`src/rtl/game_controller_pkg.sv`:
```
// Shared constants for the card-matching game: default board geometry,
// controller state encodings and counter widths.
package game_controller_pkg;

    localparam int DEF_BITS_PER_BLOCK = 6;
    localparam int DEF_BLOCKS_WIDE    = 4;
    localparam int DEF_BLOCKS_HIGH    = 2;
    localparam int DEF_REVEAL_CYCLES  = 50000000;
    localparam int MOVES_W            = 8;

    localparam logic [1:0] S_PICK0  = 2'd0;
    localparam logic [1:0] S_PICK1  = 2'd1;
    localparam logic [1:0] S_REVEAL = 2'd2;
    localparam logic [1:0] S_WIN    = 2'd3;

endpackage

```
`src/rtl/game_cursor.sv`:
```
// Cursor register for the card grid: one direction per cycle with priority
// left > right > up > down, wrapping within the current row or column.
module game_cursor
    import game_controller_pkg::*;
#(
    parameter int BLOCKS_WIDE = DEF_BLOCKS_WIDE,
    parameter int BLOCKS_HIGH = DEF_BLOCKS_HIGH,
    parameter int CW          = BLOCKS_WIDE + 1
) (
    input  logic          clk,
    input  logic          rst,
    input  logic          clear,
    input  logic          move_en,
    input  logic          left,
    input  logic          right,
    input  logic          up,
    input  logic          down,
    output logic [CW-1:0] cursor
);

    localparam logic [CW-1:0] LAST_COL = CW'(BLOCKS_WIDE - 1);
    localparam logic [CW-1:0] LAST_ROW = CW'((BLOCKS_HIGH - 1) * BLOCKS_WIDE);

    logic [CW-1:0] col;
    logic [CW-1:0] row_base;
    logic [CW-1:0] next_cursor;

    // Next position; row_base is the linear index of column 0 in this row.
    always_comb begin
        col         = cursor % CW'(BLOCKS_WIDE);
        row_base    = cursor - col;
        next_cursor = cursor;
        if (left) begin
            next_cursor = (col == {CW{1'b0}}) ? cursor + LAST_COL : cursor - CW'(1'b1);
        end else if (right) begin
            next_cursor = (col == LAST_COL) ? row_base : cursor + CW'(1'b1);
        end else if (up) begin
            next_cursor = (row_base == {CW{1'b0}}) ? cursor + LAST_ROW : cursor - CW'(BLOCKS_WIDE);
        end else if (down) begin
            next_cursor = (row_base == LAST_ROW) ? col : cursor + CW'(BLOCKS_WIDE);
        end else begin
            next_cursor = cursor;
        end
    end

    // Cursor register; clear wins over movement.
    always_ff @(posedge clk or posedge rst) begin
        if (rst) begin
            cursor <= {CW{1'b0}};
        end else if (clear) begin
            cursor <= {CW{1'b0}};
        end else if (move_en) begin
            cursor <= next_cursor;
        end else begin
            cursor <= cursor;
        end
    end

endmodule

```
`src/rtl/game_controller.sv`:
```
// Matching-game sequencer: two card picks, timed reveal, symbol compare,
// match bookkeeping and win detection.
module game_controller
    import game_controller_pkg::*;
#(
    parameter int BLOCKS_WIDE    = DEF_BLOCKS_WIDE,
    parameter int BLOCKS_HIGH    = DEF_BLOCKS_HIGH,
    parameter int BITS_PER_BLOCK = DEF_BITS_PER_BLOCK,
    parameter int REVEAL_CYCLES  = DEF_REVEAL_CYCLES,
    parameter int NUM_BLOCKS     = BLOCKS_WIDE * BLOCKS_HIGH
) (
    input  logic                               clk,
    input  logic                               rst,
    input  logic                               btn_left,
    input  logic                               btn_right,
    input  logic                               btn_up,
    input  logic                               btn_down,
    input  logic                               btn_select,
    input  logic                               new_game,
    input  logic [BITS_PER_BLOCK*NUM_BLOCKS-1:0] board,
    output logic [BLOCKS_WIDE:0]               cursor,
    output logic [NUM_BLOCKS-1:0]              selected,
    output logic [1:0]                         selectedCount,
    output logic [NUM_BLOCKS-1:0]              matched,
    output logic [MOVES_W-1:0]                 moves,
    output logic                               match_pulse,
    output logic                               miss_pulse,
    output logic                               win
);

    localparam int IDX_W = $clog2(NUM_BLOCKS);
    localparam int TW    = $clog2(REVEAL_CYCLES);

    logic [1:0]                state;
    logic [IDX_W-1:0]          first_idx;
    logic [BITS_PER_BLOCK-1:0] sym_a;
    logic [BITS_PER_BLOCK-1:0] sym_b;
    logic [TW-1:0]             timer;
    logic [BITS_PER_BLOCK-1:0] syms [NUM_BLOCKS];
    logic [IDX_W-1:0]          cur_idx;
    logic [NUM_BLOCKS-1:0]     cur_onehot;
    logic [NUM_BLOCKS-1:0]     merged;
    logic                      restart;
    logic                      move_en;

    // Board unpacked into one symbol per card, plus per-cycle control decode.
    always_comb begin
        for (int i = 0; i < NUM_BLOCKS; i++) begin
            syms[i] = board[i*BITS_PER_BLOCK +: BITS_PER_BLOCK];
        end
        cur_idx    = cursor[IDX_W-1:0];
        cur_onehot = NUM_BLOCKS'(1'b1) << cur_idx;
        merged     = matched | selected;
        restart    = new_game | ((state == S_WIN) & btn_select);
        move_en    = ((state == S_PICK0) | (state == S_PICK1)) & ~btn_select & ~restart;
    end

    game_cursor #(
        .BLOCKS_WIDE (BLOCKS_WIDE),
        .BLOCKS_HIGH (BLOCKS_HIGH),
        .CW          (BLOCKS_WIDE + 1)
    ) u_cursor (
        .clk     (clk),
        .rst     (rst),
        .clear   (restart),
        .move_en (move_en),
        .left    (btn_left),
        .right   (btn_right),
        .up      (btn_up),
        .down    (btn_down),
        .cursor  (cursor)
    );

    // Game FSM, reveal timer and result pulses.
    always_ff @(posedge clk or posedge rst) begin
        if (rst) begin
            state         <= S_PICK0;
            first_idx     <= {IDX_W{1'b0}};
            sym_a         <= {BITS_PER_BLOCK{1'b0}};
            sym_b         <= {BITS_PER_BLOCK{1'b0}};
            timer         <= {TW{1'b0}};
            selected      <= {NUM_BLOCKS{1'b0}};
            selectedCount <= 2'd0;
            matched       <= {NUM_BLOCKS{1'b0}};
            moves         <= {MOVES_W{1'b0}};
            match_pulse   <= 1'b0;
            miss_pulse    <= 1'b0;
            win           <= 1'b0;
        end else begin
            match_pulse <= 1'b0;
            miss_pulse  <= 1'b0;
            if (restart) begin
                state         <= S_PICK0;
                timer         <= {TW{1'b0}};
                selected      <= {NUM_BLOCKS{1'b0}};
                selectedCount <= 2'd0;
                matched       <= {NUM_BLOCKS{1'b0}};
                moves         <= {MOVES_W{1'b0}};
                win           <= 1'b0;
            end else begin
                case (state)
                    S_PICK0: begin
                        if (btn_select && !matched[cur_idx]) begin
                            selected      <= cur_onehot;
                            selectedCount <= 2'd1;
                            first_idx     <= cur_idx;
                            state         <= S_PICK1;
                        end
                    end
                    S_PICK1: begin
                        if (btn_select && !matched[cur_idx] && (cur_idx != first_idx)) begin
                            selected      <= selected | cur_onehot;
                            selectedCount <= 2'd2;
                            sym_a         <= syms[first_idx];
                            sym_b         <= syms[cur_idx];
                            timer         <= TW'(REVEAL_CYCLES - 1);
                            if (moves != {MOVES_W{1'b1}}) begin
                                moves <= moves + MOVES_W'(1'b1);
                            end
                            state         <= S_REVEAL;
                        end
                    end
                    S_REVEAL: begin
                        if (timer == {TW{1'b0}}) begin
                            selected      <= {NUM_BLOCKS{1'b0}};
                            selectedCount <= 2'd0;
                            if (sym_a == sym_b) begin
                                matched     <= merged;
                                match_pulse <= 1'b1;
                                win         <= &merged;
                                state       <= (&merged) ? S_WIN : S_PICK0;
                            end else begin
                                miss_pulse <= 1'b1;
                                state      <= S_PICK0;
                            end
                        end else begin
                            timer <= timer - TW'(1'b1);
                        end
                    end
                    S_WIN: begin
                        state <= S_WIN;
                    end
                    default: begin
                        state <= S_PICK0;
                    end
                endcase
            end
        end
    end

endmodule

```
`config.mk`:
```
export PLATFORM = sky130hd
export DESIGN_NAME = game_controller
export DESIGN_NICKNAME = d
export VERILOG_FILES = /design/src/rtl/game_controller_pkg.sv /design/src/rtl/game_cursor.sv /design/src/rtl/game_controller.sv
export SDC_FILE = /design/constraint.sdc
export NUM_CORES = 1
export LEC_CHECK = 0
export CAP_MARGIN = 30
export CORE_MARGIN = 4
export CORE_UTILIZATION = 25
export CTS_CLUSTER_SIZE = 25
export DETAILED_ROUTE_END_ITERATION = 12
export PLACE_DENSITY = 0.44
export SLEW_MARGIN = 25
export SYNTH_ARGS = -nofsm -noshare
export SYNTH_HDL_FRONTEND = slang
export SYNTH_HIERARCHICAL = 1
export SYNTH_SLANG_ARGS = --single-unit
```
`constraint.sdc`:
```
create_clock -name clk -period 7.29 [get_ports clk]
set_clock_uncertainty 0.1 [all_clocks]
set_input_delay 1.0935 -clock clk [delete_from_list [all_inputs] [get_ports clk]]
set_output_delay 1.0935 -clock clk [all_outputs]
set_load 0.01 [all_outputs]
```
# ---- Word level (Yosys, flattened, before mapping)
# Cells that the tools add are included.
dict set report totals {
  register_bits 77
  output_inout_bits 34
  elab_cells 134
}
dict set report op_classes {
  add_sub_neg 8
  magnitude_cmp 3
  n_eq_ne 13
  shift 1
  mux 57
  bitwise 11
  reduce_logical 27
}
# cell n
set op_table {}
lappend op_table {{$mux W8} 12}
lappend op_table {{$mux W26} 3}
lappend op_table {{$pmux W26 S2} 1}
lappend op_table {{$mux W5} 10}
lappend op_table {{$bmux W6 S3} 2}
lappend op_table {{$logic_not A26 Y1} 1}
lappend op_table {{$sub A26 B1 Y26 const B} 1}
lappend op_table {{$mux W6} 4}
lappend op_table {{$pmux W8 S3} 1}
lappend op_table {{$reduce_and A3 Y1} 7}
lappend op_table {{$mux W2} 8}
lappend op_table {{$or A8 B8 Y8} 2}
lappend op_table {{$reduce_bool A2 Y1} 7}
lappend op_table {{$mux W1} 13}
lappend op_table {{$logic_not A5 Y1} 2}
lappend op_table {{$add A8 B1 Y8 const B} 1}
lappend op_table {{$ge A4 B4 Y1 const B} 2}
lappend op_table {{$ne A8 B8 Y1 const B} 1}
lappend op_table {{$not A3 Y4} 2}
lappend op_table {{$pmux W2 S4} 1}
lappend op_table {{$reduce_and A8 Y1} 1}
lappend op_table {{$shl A1 B3 Y8 const A} 1}
lappend op_table {{$eq A2 B2 Y1 const B} 3}
lappend op_table {{$eq A6 B6 Y1} 1}
lappend op_table {{other kinds (26)} 33}

# ---- Logic depth before layout (Yosys ltp)
# Gate-level depths: netlist (run 1).
dict set report logic_depth {
  word_depth 9
  ltp_mapped 9
  mapped_depth_nobuf 8
}

# ---- Modules after synthesis
# Netlist (run 1), hierarchy kept.
# mod n_inst cells_each area_each_um2 seq_area_each_um2
set modules_own_cells {}
lappend modules_own_cells {game_controller 1 448 4621.9 1801.7}
lappend modules_own_cells {game_cursor 1 52 456.7 125.1}

# ---- Least setup slack after synthesis (run 1)
# No wires, ideal clock.
dict set report synth_path {
  path_type {input to register}
  from {input btn_select}
  to {register sym_a[0]}
  setup_ns 0.077
  t_arrival_ns 2.401
  required_ns 7.113
  path_slack_ns 4.711
  stages 8
  n_path_buf 2
  cell_sequence {inv_1 -> a31oi_1 -> a21bo_2 -> clkbuf_1 -> nor2_1 -> clkbuf_1 -> nor2_1 -> a21oi_1}
}
dict set report synth_between {
  elab_chain_cells 4
  elab_cells_between_ends 6
  classes_between {bitwise: 3; reduce/logical: 3}
}
# element line
set synth_rtl {}
lappend synth_rtl {{start: declaration} game_controller.sv:18} ;# input logic btn_select,
lappend synth_rtl {{$and A1 B1 Y1} game_controller.sv:54} ;# restart = new_game | ((state == S_WIN) & btn_select);
lappend synth_rtl {{$or A1 B1 Y1} game_controller.sv:54}
lappend synth_rtl {{$not A1 Y1 (no source line)} -}
lappend synth_rtl {{$reduce_and A3 Y1 (no source line) (*)} -}
lappend synth_rtl {{end signal: assignment} game_controller.sv:79} ;# sym_a <= {BITS_PER_BLOCK{1'b0}};
lappend synth_rtl {{end signal: assignment} game_controller.sv:114} ;# sym_a <= syms[first_idx];
lappend synth_rtl {{end: declaration} game_controller.sv:36} ;# logic [BITS_PER_BLOCK-1:0] sym_a;
# Every way passes the cells marked *; elsewhere a longest branch is shown, timed or not.
# A chain may end at the register's enable or synchronous reset.

# ---- Worst setup path after layout (run 1)
dict set report layout_path {
  from {register timer[0]}
  to {register timer[1]}
}
dict set report layout_between {
  elab_chain_cells 4
  elab_cells_between_ends 7
  classes_between {add/sub: 1; eq/ne: 1; mux: 3; reduce/logical: 2}
}
# element line
set layout_rtl {}
lappend layout_rtl {{start: declaration} game_controller.sv:38} ;# logic [TW-1:0] timer;
lappend layout_rtl {{start signal: assignment} game_controller.sv:81} ;# timer <= {TW{1'b0}};
lappend layout_rtl {{start signal: assignment} game_controller.sv:94} ;# timer <= {TW{1'b0}};
lappend layout_rtl {{start signal: assignment} game_controller.sv:116} ;# timer <= TW'(REVEAL_CYCLES - 1);
lappend layout_rtl {{$sub A26 B1 Y26} game_controller.sv:137} ;# timer <= timer - TW'(1'b1);
lappend layout_rtl {{$mux W26} game_controller.sv:124} ;# if (timer == {TW{1'b0}}) begin
lappend layout_rtl {{$pmux W26 S2} game_controller.sv:101} ;# case (state)
lappend layout_rtl {{$mux W26} game_controller.sv:92} ;# if (restart) begin
# Several ways; a longest one is shown, not always the timed one. The select of a mux whose other input is x is not followed.

==> metrics.md, run 1 <==
| Metric | Value |
|---|---|
| Outcome | completed |
| # diodes | 0 |
| Multiplexer share of the synthesized area | 14.7% |
| Hold Fails Final Rpt | 0 |
| Delay-heaviest family, CP | simple AND/OR/NAND/NOR gates |
| Largest net degree at the start of global routing | 73 |
| VDD IR max | 0.000109 V |
| Worst-path clk slew | 0.06 ns |
| Hold buffers post-CTS | 0 |
| Die Wd | 151 um |
| Vias per inst | 5.13 |
| Clk_lat worst skew | around 0.35 ns |
| CP Cell Sequence | inv_1 -> ha_1 -> nor3b_1 -> nand4_2 -> nor3_4 -> nand2_2 -> and4_1 -> nor3_1 |
| Hold WS | 0.389 ns |
| Max clock buf depth | 2 |
| GRT Resource Usage Total | 14.0% |
| Synth Area in Compound Gates | 19.2% |
| Syn_nets | 568 |
| Critical Path End Type | register |
| Synth Area in Simple Gates | 17.0% |
| Worst hold path type | register to register |
| Pwr dens | 312 mW/mm^2 |
| Via count | around 4400 |
| Power share of the combinational group | between 40 and 50% |
| Die Y | 151 um |
| Crit path max fanout | 16 |
| First-pass GRT wire length | around 25000 um |
| Top FF cell, synth | dfrtp_1 |
| Switching pwr | 0.840 mW |
| Main combinational cell family by area after synthesis | compound AO/OA/AOI/OAI gates |
| Die ar. | 0.0227 sq mm |
| Xor/xnor share of the synthesized area | ~3.3% |
| Max incr delay on CP | 0.72 ns |
| CTS sink cnt | 77 |
| Final WL | 15200 um |
| Number of global-route vias before repair | 4516 |
| R2r worst-path depth | 8 |
| Detail Placement HPWL | between 10000 and 15000 um |
| Drt wl/cell | 17.9 um |
| Worst Tran Pin Value | roughly 0.84 ns |
| Adder-Cell Fraction of Synth Area | 2.96% |
| Max Slew Vio Count | 0 |
| Setup bufs post-CTS | 0 |
| Switching Fraction | roughly two fifths |
| Initial antenna violation count | 0 |
| Synth warn | 6 |
| Initial Utilization | 25.8% |
| Worst r2r src | timer[0] |
| Fin Setup TNS | 0 ns |
| GRT overflow | 0 |
| Max-Slew Margin vs Limit | 44.3% |
| Pre-CTS WS | between 3 and 4 ns |
| Fmax | slightly above 0.3 GHz |
| Starting DRT DRC Count | 268 |
| RSZ-0062 raised after global routing | false |
| Post-synth EDFFs | 0 |
| Period utilisation layout | 45.2% |
| CTS Buf Count | 9 |
| Asr flop ratio synth | 100% |
| Levels on crit path | 8 |
| Min Clock Period, post-route | 3.30 ns |
| Final instance area | between 0.006 and 0.007 sq mm |
| CTS Root Cell | clkbuf_16 |
| Int Pwr | 1.19 mW |
| Req. time, crit path | roughly 7.5 ns |
| Critical Path Start | timer[0] |
| Htree depth | 3 |
| Layout Nets | 648 |
| WP buf/inv | 1 |
| Placed insts | 834 |
| Core Util, Final | 33.0% |
| Data arrival time of the worst path | 3.46 ns |
| Final Power | about 2.0 mW |
| PostCTS Resize Cnt | 0 |
| Layout area overhead | 28.0% |
| Share of layout cells above drive strength 1 | 13.5% |
| I/O pin count | 90 |
| Final setup violation count | 0 |
| Hold path cells | 1 |
| Leakage | 2.44 nW |
| RD Place Congestion | 0.790 |
| Setup CP Type | register to register |
| Flop pwr share | approximately a third |
| Commonest non-fill, non-tap cells in the layout | clkdlybuf4s50_1 (89), dfrtp_1 (76), nor2_1 (45) |
| IO Port Bufs | between 80 and 90 |
| Final worst slack | 3.99 ns |
| Synthesized area per cell | between 10 and 15 sq um |
| Post-synthesis cell area | 0.00508 sq mm |
| Startpoint Class | register |
| # DRC | 0 |
| Area after DPL | 0.00620 sq mm |
| Cell count after synthesis | 500 |
| Post-DRT Antenna Nets | 0 |
| Hold Crit Start | timer[19] |
| Detailed Routing Iterations Pass 1 | 5 |
| Max_cap viols | 0 |
| TritonCTS clock tree | yes |
| Synth cell types | 76 |
| CP max-delay cell | nor3_4 |
| Most common cell after layout, fill and taps aside | clkdlybuf4s50_1 |
| Non-filler instance count after layout | 850 |
| Cell Rows | 51 |
| Core area | around 0.02 sq mm |
| Seq cells post-synth | 77 |
| Power share of the clock group | 22.5% |
| Sequential fraction of the synthesis area | 37.9% |
-- registers in the layout (all words and copies together), names as in the netlist --
signal           count
selected             8
u_cursor/cursor      5
moves                8
first_idx            3
win                  1
selectedCount        2
state                2
sym_a                6
sym_b                6
timer               26
match_pulse          1
miss_pulse           1
matched              8
-- path summary, 6_finish.rpt --
kind / end / slack, ns
hold / removal: timer[19] / 0.39
max in group asynchronous: timer[23] / 5.41
setup / recovery: timer[1] / 3.99
setup reg to reg: timer[1] / 3.99
min in group asynchronous: u_cursor/cursor[0] / 0.91
hold reg to reg: timer[19] / 0.39
-- layer usage --
metal / vias up / track usage (%) / routed length [um]
met5: - / 0 / 0
met4: 0 / 3.61 / 171
met3: 11 / 2.92 / 518
met2: 82 / 23.4 / 7670
met1: 2213 / 18.6 / 6860
li1: 2055 / - / -
-- synth_stat cells, types with 4 or more instances --
cell	count	area, sq um
nor2b_1	4	25.0
a21oi_1	38	190
xnor2_1	17	149
nor2_1	45	169
ha_1	12	150
dfrtp_1	77	1930
clkbuf_1	17	63.8
mux2_2	4	45.0
a31oi_1	12	75.1
nor4_1	9	56.3
o21ai_1	5	25.0
nor3_1	15	75.1
a211oi_1	6	45.0
o22ai_1	8	50.1
a22o_1	14	123
nand2_1	30	113
nand3_1	6	30.0
inv_1	22	82.6
nand4_1	5	31.3
a311oi_1	8	70.1
mux4_2	24	541
nand2b_1	5	31.3
o21ai_0	18	90.1
o31ai_1	5	37.5
or3_1	6	37.5
and3_1	4	25.0
mux2i_1	16	160
-- kinds of logic after synthesis --
kind of cell,after synthesis
buf+inv,51
mux,44
compound gates,140
fa+ha+maj,12
flops,77
simple gates,157
xor+xnor,19
-- power groups by stage --
stage          Clock (mW)  Sequential (mW)  Combinational [mW]
5_1_grt             0.489            0.656                1.04
6_report            0.457            0.638               0.935
3_5_place_dp            0            0.645               0.938
3_3_place_gp            0            0.642               0.918
2_1_floorplan           0            0.595               0.742
4_1_cts             0.471            0.639               0.943
-- final cells by class --
cell class                 instances  area [sq um]
fill                            2034         13200
multi-input combinational        372          2900
sequential                        77          1930
timing repair buffer              97           958
tap                              265           332
clock buffer                      11           233
inverter                          23          86.3
clock inverter                     5          60.1
-- worst register-to-register path, cell delays in order (launching register included) --
cell and delay (ns):
dfrtp_1 0.41, inv_1 0.13, ha_1 0.21, nor3b_1 0.46, nand4_2 0.40, nor3_4 0.72, nand2_2 0.33, and4_1 0.29
nor3_1 0.15
(Power assumes the default switching activity.)
==> inputs of run 2 (changes only) <==
==> constraint.sdc (replaced) <==
create_clock -name clk -period 3.3 [get_ports clk]
set_clock_uncertainty 0.1 [all_clocks]
set_input_delay 0.495 -clock clk [delete_from_list [all_inputs] [get_ports clk]]
set_output_delay 0.495 -clock clk [all_outputs]
set_load 0.01 [all_outputs]
==> run 2 against run 1 <==
Register-to-register slack got worse by 3.6 ns. Setup slack got worse by 3.6 ns. Via count rose by 0.73%. First-iteration DRC count fell by 18%.
==> metrics.md, run 2 (synthesized netlist as in run 1, its figures left out) <==
| Metric | Value |
|---|---|
| Htree depth | 3 (unchanged) |
| Setup bufs post-CTS | 0 (unchanged) |
| Max clock buf depth | 2 (unchanged) |
| Hold Fails Final Rpt | 0 (unchanged) |
| VDD IR max | 0.000282 V (+160%) |
| PostCTS Resize Cnt | 0 (unchanged) |
| Leakage | 2.50 nW (+2.6%) |
| Share of layout cells above drive strength 1 | 15.2% (+1.7 points) |
| Max Slew Vio Count | 0 (unchanged) |
| Power share of the combinational group | 48.8% (+2.7 points) |
| Most common cell after layout, fill and taps aside | clkdlybuf4s50_1 |
| Die ar. | 0.0227 sq mm (unchanged) |
| Detailed Routing Iterations Pass 1 | 5 (unchanged) |
| TritonCTS clock tree | yes |
| Crit path max fanout | 9 (-7) |
| CTS Root Cell | clkbuf_16 |
| Int Pwr | 2.64 mW (+120%) |
| RD Place Congestion | 0.808 (+2.2%) |
| RSZ-0062 raised after global routing | false |
| Data arrival time of the worst path | 3.07 ns (-0.39 ns) |
| CTS sink cnt | 77 (unchanged) |
| Max-Slew Margin vs Limit | 41.2% (-3.1 points) |
| GRT Resource Usage Total | 13.9% (-0.095 points) |
| Power share of the clock group | 21.3% (-1.2 points) |
| Critical Path End Type | register |
| Initial Utilization | 25.8% (unchanged) |
| Switching pwr | 1.86 mW (+120%) |
| CTS Buf Count | 9 (unchanged) |
| Post-DRT Antenna Nets | 0 (unchanged) |
| I/O pin count | 90 (unchanged) |
| Pwr dens | 683 mW/mm^2 (+120%) |
| Detail Placement HPWL | 11100 um (+5.1%) |
| Vias per inst | 5.10 (-0.67%) |
| Final Power | 4.50 mW (+120%) |
| Final WL | 15200 um (about the same) |
| IO Port Bufs | 89 (unchanged) |
| Starting DRT DRC Count | 220 (-18%) |
| Via count | 4393 (+0.73%) |
| Layout Nets | 660 (+1.9%) |
| Core Util, Final | 33.4% (+0.43 points) |
| Worst Tran Pin Value | 0.875 ns (+0.0391 ns) |
| Setup CP Type | register to register |
| Die Y | 151 um (unchanged) |
| Worst hold path type | primary input to asynchronous set/reset pin |
| Reg2reg setup slack | 0.37 ns (-3.63 ns) |
| Initial antenna violation count | 0 (unchanged) |
| Die Wd | 151 um (unchanged) |
| Outcome | completed |
| Largest net degree at the start of global routing | 54 (-26%) |
| # diodes | 0 (unchanged) |
| Drt wl/cell | 17.7 um (-1.4%) |
| Final setup violation count | 0 (unchanged) |
| Cell Rows | 51 (unchanged) |
| Max_cap viols | 0 (unchanged) |
| Flop pwr share | 29.8% (-1.6 points) |
| Layout area overhead | 29.7% |
| GRT overflow | 0 (unchanged) |
| Most flop-heavy register | timer |
| Core area | 0.0197 sq mm (unchanged) |
| Req. time, crit path | 3.43 ns (-4.02 ns) |
| Commonest non-fill, non-tap cells in the layout | clkdlybuf4s50_1 (89), dfrtp_1 (77), nor2_1 (45) |
| First-pass GRT wire length | 24800 um (-0.25%) |
| Period utilisation layout | 88.9% (+44 points) |
| Clk_lat worst skew | 0.35 ns (about the same) |
| Largest register FFs | 26 (unchanged) |
| Hold buffers post-CTS | 0 (unchanged) |
| Fin Setup TNS | 0 ns (unchanged) |
| Worst-path clk slew | 0.06 ns (about the same) |
| Switching Fraction | 41.3% (-0.094 points) |
| # DRC | 0 (unchanged) |
| Number of global-route vias before repair | 4649 (+2.9%) |
| Fmax | 0.341 GHz (+12%) |
| Fill count | 2011 (-1.1%) |
| Startpoint Class | register |
| Min Clock Period, post-route | 2.93 ns (-0.362 ns) |
==> run 2: cell types whose count changed in the layout (fill, tap and decap cells not counted), sizes merged <==
cell,before,now
buf,8,20
bufinv,1,0
clkinvlp,1,2
==> run 2: worst max-delay path: stages (launching register included) <==
cell and delay (ns):
dfrtp_1 0.40, inv_1 0.12, ha_1 0.22, nor3b_1 0.42, nand4_2 0.38, o31ai_4 0.49, o21a_4 0.26, a31oi_4 0.15
a22o_1 0.27
==> run 2: final timing paths <==
path / start / to / cells past startpoint
worst max-delay path: timer[0] / selected[0] / 8
min in group clk: timer[19] / timer[19] / 1
worst max register to register: timer[0] / selected[0] / 8
worst min register to register: timer[19] / timer[19] / 1
worst min-delay path: rst / u_cursor/cursor[4] / 2
max in group asynchronous: rst / timer[20] / 3
==> run 2: power by group through the flow <==
stage               registers, mW  logic [mW]  clock network (mW)
floorplan                    1.31        1.64                   0
global placement             1.35        2.19                   0
detailed placement           1.36        2.21                   0
CTS                          1.34        2.22               0.989
global route                 1.37        2.44                1.03
finish                       1.34        2.20               0.959
==> run 2: per-stage QoR <==
stage	setup slack, ns	cells	hold slack, ns	area (sq um)
floorplan	0.763	500	0.174	5080
global placement	0.514	846	0.377	6300
detailed placement	0.409	846	0.380	6300
CTS	0.385	862	0.293	6590
global route	0.146	862	0.318	6590
finish	0.367	862	0.301	6590
==> run 2: routing by layer <==
| metal | GRT usage (%) | routed length, um |
|---|---|---|
| met5 | 0 | 0 |
| met1 | 18.5 | 6780 |
| met4 | 5.63 | 283 |
| met3 | 2.20 | 564 |
| met2 | 22.7 | 7590 |
==> run 2: cell type report <==
| cell class | instances | area (sq um) | area share (%) |
|---|---|---|---|
| multi-input cells | 372 | 2900 | 44.0 |
| well taps | 265 | 332 | 5.04 |
| flip-flops and latches | 77 | 1930 | 29.3 |
| repair buffers | 109 | 1050 | 16.0 |
| clock inverters | 5 | 33.8 | 0.513 |
| clock buffers | 11 | 253 | 3.84 |
| inverters | 23 | 86.3 | 1.31 |
==> inputs of run 3 (changes only) <==
--- a/config.mk
+++ b/config.mk
@@ -7,9 +7,10 @@
 export LEC_CHECK = 0
 export CAP_MARGIN = 30
 export CORE_MARGIN = 4
-export CORE_UTILIZATION = 25
+export CORE_UTILIZATION = 30
 export CTS_CLUSTER_SIZE = 25
 export DETAILED_ROUTE_END_ITERATION = 12
+export DONT_BUFFER_PORTS = 1
 export PLACE_DENSITY = 0.44
 export SLEW_MARGIN = 25
 export SYNTH_ARGS = -nofsm -noshare
==> run 3 against run 2 <==
The run now ends with negative hold slack left. Combinational power shrank 9%. First-iteration DRC count rose by 6.4%. Sequential cell count unchanged. Setup slack improved by 0.0046 ns. Sequential power is essentially flat. Register-to-register slack is essentially flat. Clock power shrank 0.7%. Largest cell class unchanged. Highest routed layer unchanged. Critical path depth did not move. Wire length fell by 11%. Power fell by 3.7%. Non-clock buffer count fell by 89. Sequential share of layout area is 4.9 points higher. Largest power group unchanged. Critical path type unchanged.
==> metrics.md, run 3 (synthesized netlist as in run 1, its figures left out) <==
| Metric | Value |
|---|---|
| Vias per inst | 5.50 (+7.9%) |
| RSZ-0062 raised after global routing | false |
| IO Port Bufs | 0 (-100%) |
| Cell Rows | 47 (-7.8%) |
| Max Slew Vio Count | 0 (unchanged) |
| Leakage | 2.18 nW (-13%) |
| Worst hold path type | primary input to asynchronous set/reset pin |
| Initial Utilization | 30.6% (+4.9 points) |
| Startpoint Class | register |
| Pwr dens | 768 mW/mm^2 (+12%) |
| Outcome | finished with violations |
| Min Clock Period, post-route | 2.93 ns (-0.00456 ns) |
| VDD IR max | 0.000261 V (-7.3%) |
| Largest register FFs | 26 (unchanged) |
| Final instance area | 0.00564 sq mm (-14%) |
| R2r worst-path depth | 8 (unchanged) |
| Worst r2r src | timer[0] |
| Fin Setup TNS | 0 ns (unchanged) |
| # diodes | 0 (unchanged) |
| RD Place Congestion | 0.767 (-5.1%) |
| CTS sink cnt | 77 (unchanged) |
| Worst Tran Pin Value | 0.788 ns (-0.0872 ns) |
| Max-Slew Margin vs Limit | 47.1% (+5.9 points) |
| Req. time, crit path | 3.43 ns (about the same) |
| TritonCTS clock tree | yes |
| Initial antenna violation count | 0 (unchanged) |
| I/O pin count | 90 (unchanged) |
| Critical Path End Type | register |
| Via count | 3998 (-9.0%) |
| Failing checks | negative hold slack |
| FF-to-FF End | selected[2] |
| Number of global-route vias before repair | 4139 (-11%) |
| Post-DRT Antenna Nets | 0 (unchanged) |
| CP max-delay cell | o31ai_4 |
| Share of layout cells above drive strength 1 | 17.2% (+1.9 points) |
| CP Cell Sequence | inv_1 -> ha_1 -> nor3b_1 -> nand4_2 -> o31ai_4 -> o21a_4 -> a31oi_4 -> a22o_1 |
| Setup bufs post-CTS | 0 (unchanged) |
| Largest net degree at the start of global routing | 41 (-24%) |
| Hold Fails Final Rpt | 3 (+3) |
| Clk_lat worst skew | 0.34 ns (about the same) |
| Die Y | 138 um (-8.3%) |
| Htree depth | 3 (unchanged) |
| Layout area overhead | 11.1% |
| Reg2reg setup slack | 0.37 ns (about the same) |
| Max clock buf depth | 2 (unchanged) |
| Detailed Routing Iterations Pass 1 | 4 (-1) |
| Data arrival time of the worst path | 3.05 ns (-0.02 ns) |
| Crit path max fanout | 9 (unchanged) |
| Most flop-heavy register | timer |
| Non-filler instance count after layout | 727 (-16%) |
| # DRC | 0 (unchanged) |
| First-pass GRT wire length | 22400 um (-9.9%) |
| Die ar. | 0.0191 sq mm (-16%) |
| Drt wl/cell | 18.6 um (+5.5%) |
| Final WL | 13500 um (-11%) |
| Area after DPL | 0.00532 sq mm (-15%) |
| CTS Root Cell | clkbuf_16 |
| GRT overflow | 0 (unchanged) |
| CTS Buf Count | 9 (unchanged) |
| Period utilisation layout | 88.7% (-0.14 points) |
| Max_cap viols | 0 (unchanged) |
| Core area | 0.0166 sq mm (-16%) |
| Max incr delay on CP | 0.48 ns (about the same) |
| Die Wd | 138 um (-8.3%) |
| Final Power | 4.33 mW (-3.7%) |
| Final setup violation count | 0 (unchanged) |
| Placed insts | 710 (-16%) |
| Fmax | 0.341 GHz (+0.16%) |
| Detail Placement HPWL | 9640 um (-14%) |
| Commonest non-fill, non-tap cells in the layout | dfrtp_1 (77), nor2_1 (45), a21oi_1 (38) |
| Starting DRT DRC Count | 234 (+6.4%) |
| Hold WS | -0.00257 ns (-0.304 ns) |
| Most common cell after layout, fill and taps aside | dfrtp_1 |
| GRT Resource Usage Total | 14.3% (+0.37 points) |
| Worst-path clk slew | 0.06 ns (about the same) |
| Setup CP Type | register to register |
| Layout Nets | 571 (-13%) |
[run 3: per-stage QoR]
stage	setup WS, ns	util (%)
6_report	0.372	34.0
5_1_grt	0.178	34.0
4_1_cts	0.386	33.8
3_5_place_dp	0.400	32.1
3_3_place_gp	0.521	32.1
2_1_floorplan	0.763	-
[run 3: what timing repair did]
item	4_1_cts	5_1_grt
hold buffers	1	0
gates resized for setup	0	0
hold endpoints to repair	5	0
[run 3: cell type report]
| cell class | count | area, sq um |
|---|---|---|
| clock buffers | 14 | 274 |
| clock inverters | 1 | 5.00 |
| fillers | 1718 | 10900 |
| inverters | 23 | 86.3 |
| multi-input cells | 372 | 2900 |
| flip-flops and latches | 77 | 1930 |
| well taps | 220 | 275 |
| repair buffers | 20 | 173 |
[run 3: routing by layer]
metal | global-route usage [%] | share of wire, %
met2 | 23.5 | 49
met4 | 4.94 | 1.3
met1 | 18.2 | 44
met3 | 3.94 | 5.6
met5 | 0 | 0
[run 3: how the worst max path moves through the flow]
| stage | startpoint | end | slack (ns) |
|---|---|---|---|
| after global placement | timer[0] | selected[1] | 0.52 |
| after global routing | timer[0] | selected[1] | 0.18 |
| final | timer[0] | selected[2] | 0.37 |
| after detailed placement | timer[0] | selected[6] | 0.40 |
| after floorplan | timer[12] | selected[0] | 0.76 |
| after CTS | timer[0] | selected[2] | 0.39 |
[run 3: power breakdown]
group	switching (mW)	leakage (nW)	total [mW]	internal, mW
clock network	0.386	0.139	0.952	0.567
logic	1.18	1.00	2.01	0.835
registers	0.222	1.03	1.37	1.15
[run 3: critical path, delay by kind of cell, from the launching register on]
kind	cells	cell delay [ns]
AND/OR/NAND/NOR	2	0.79
adder cells (fa/ha/maj)	1	0.22
buffers and inverters	1	0.13
flip-flops	1	0.41
AO/OA/AOI/OAI	4	1.16
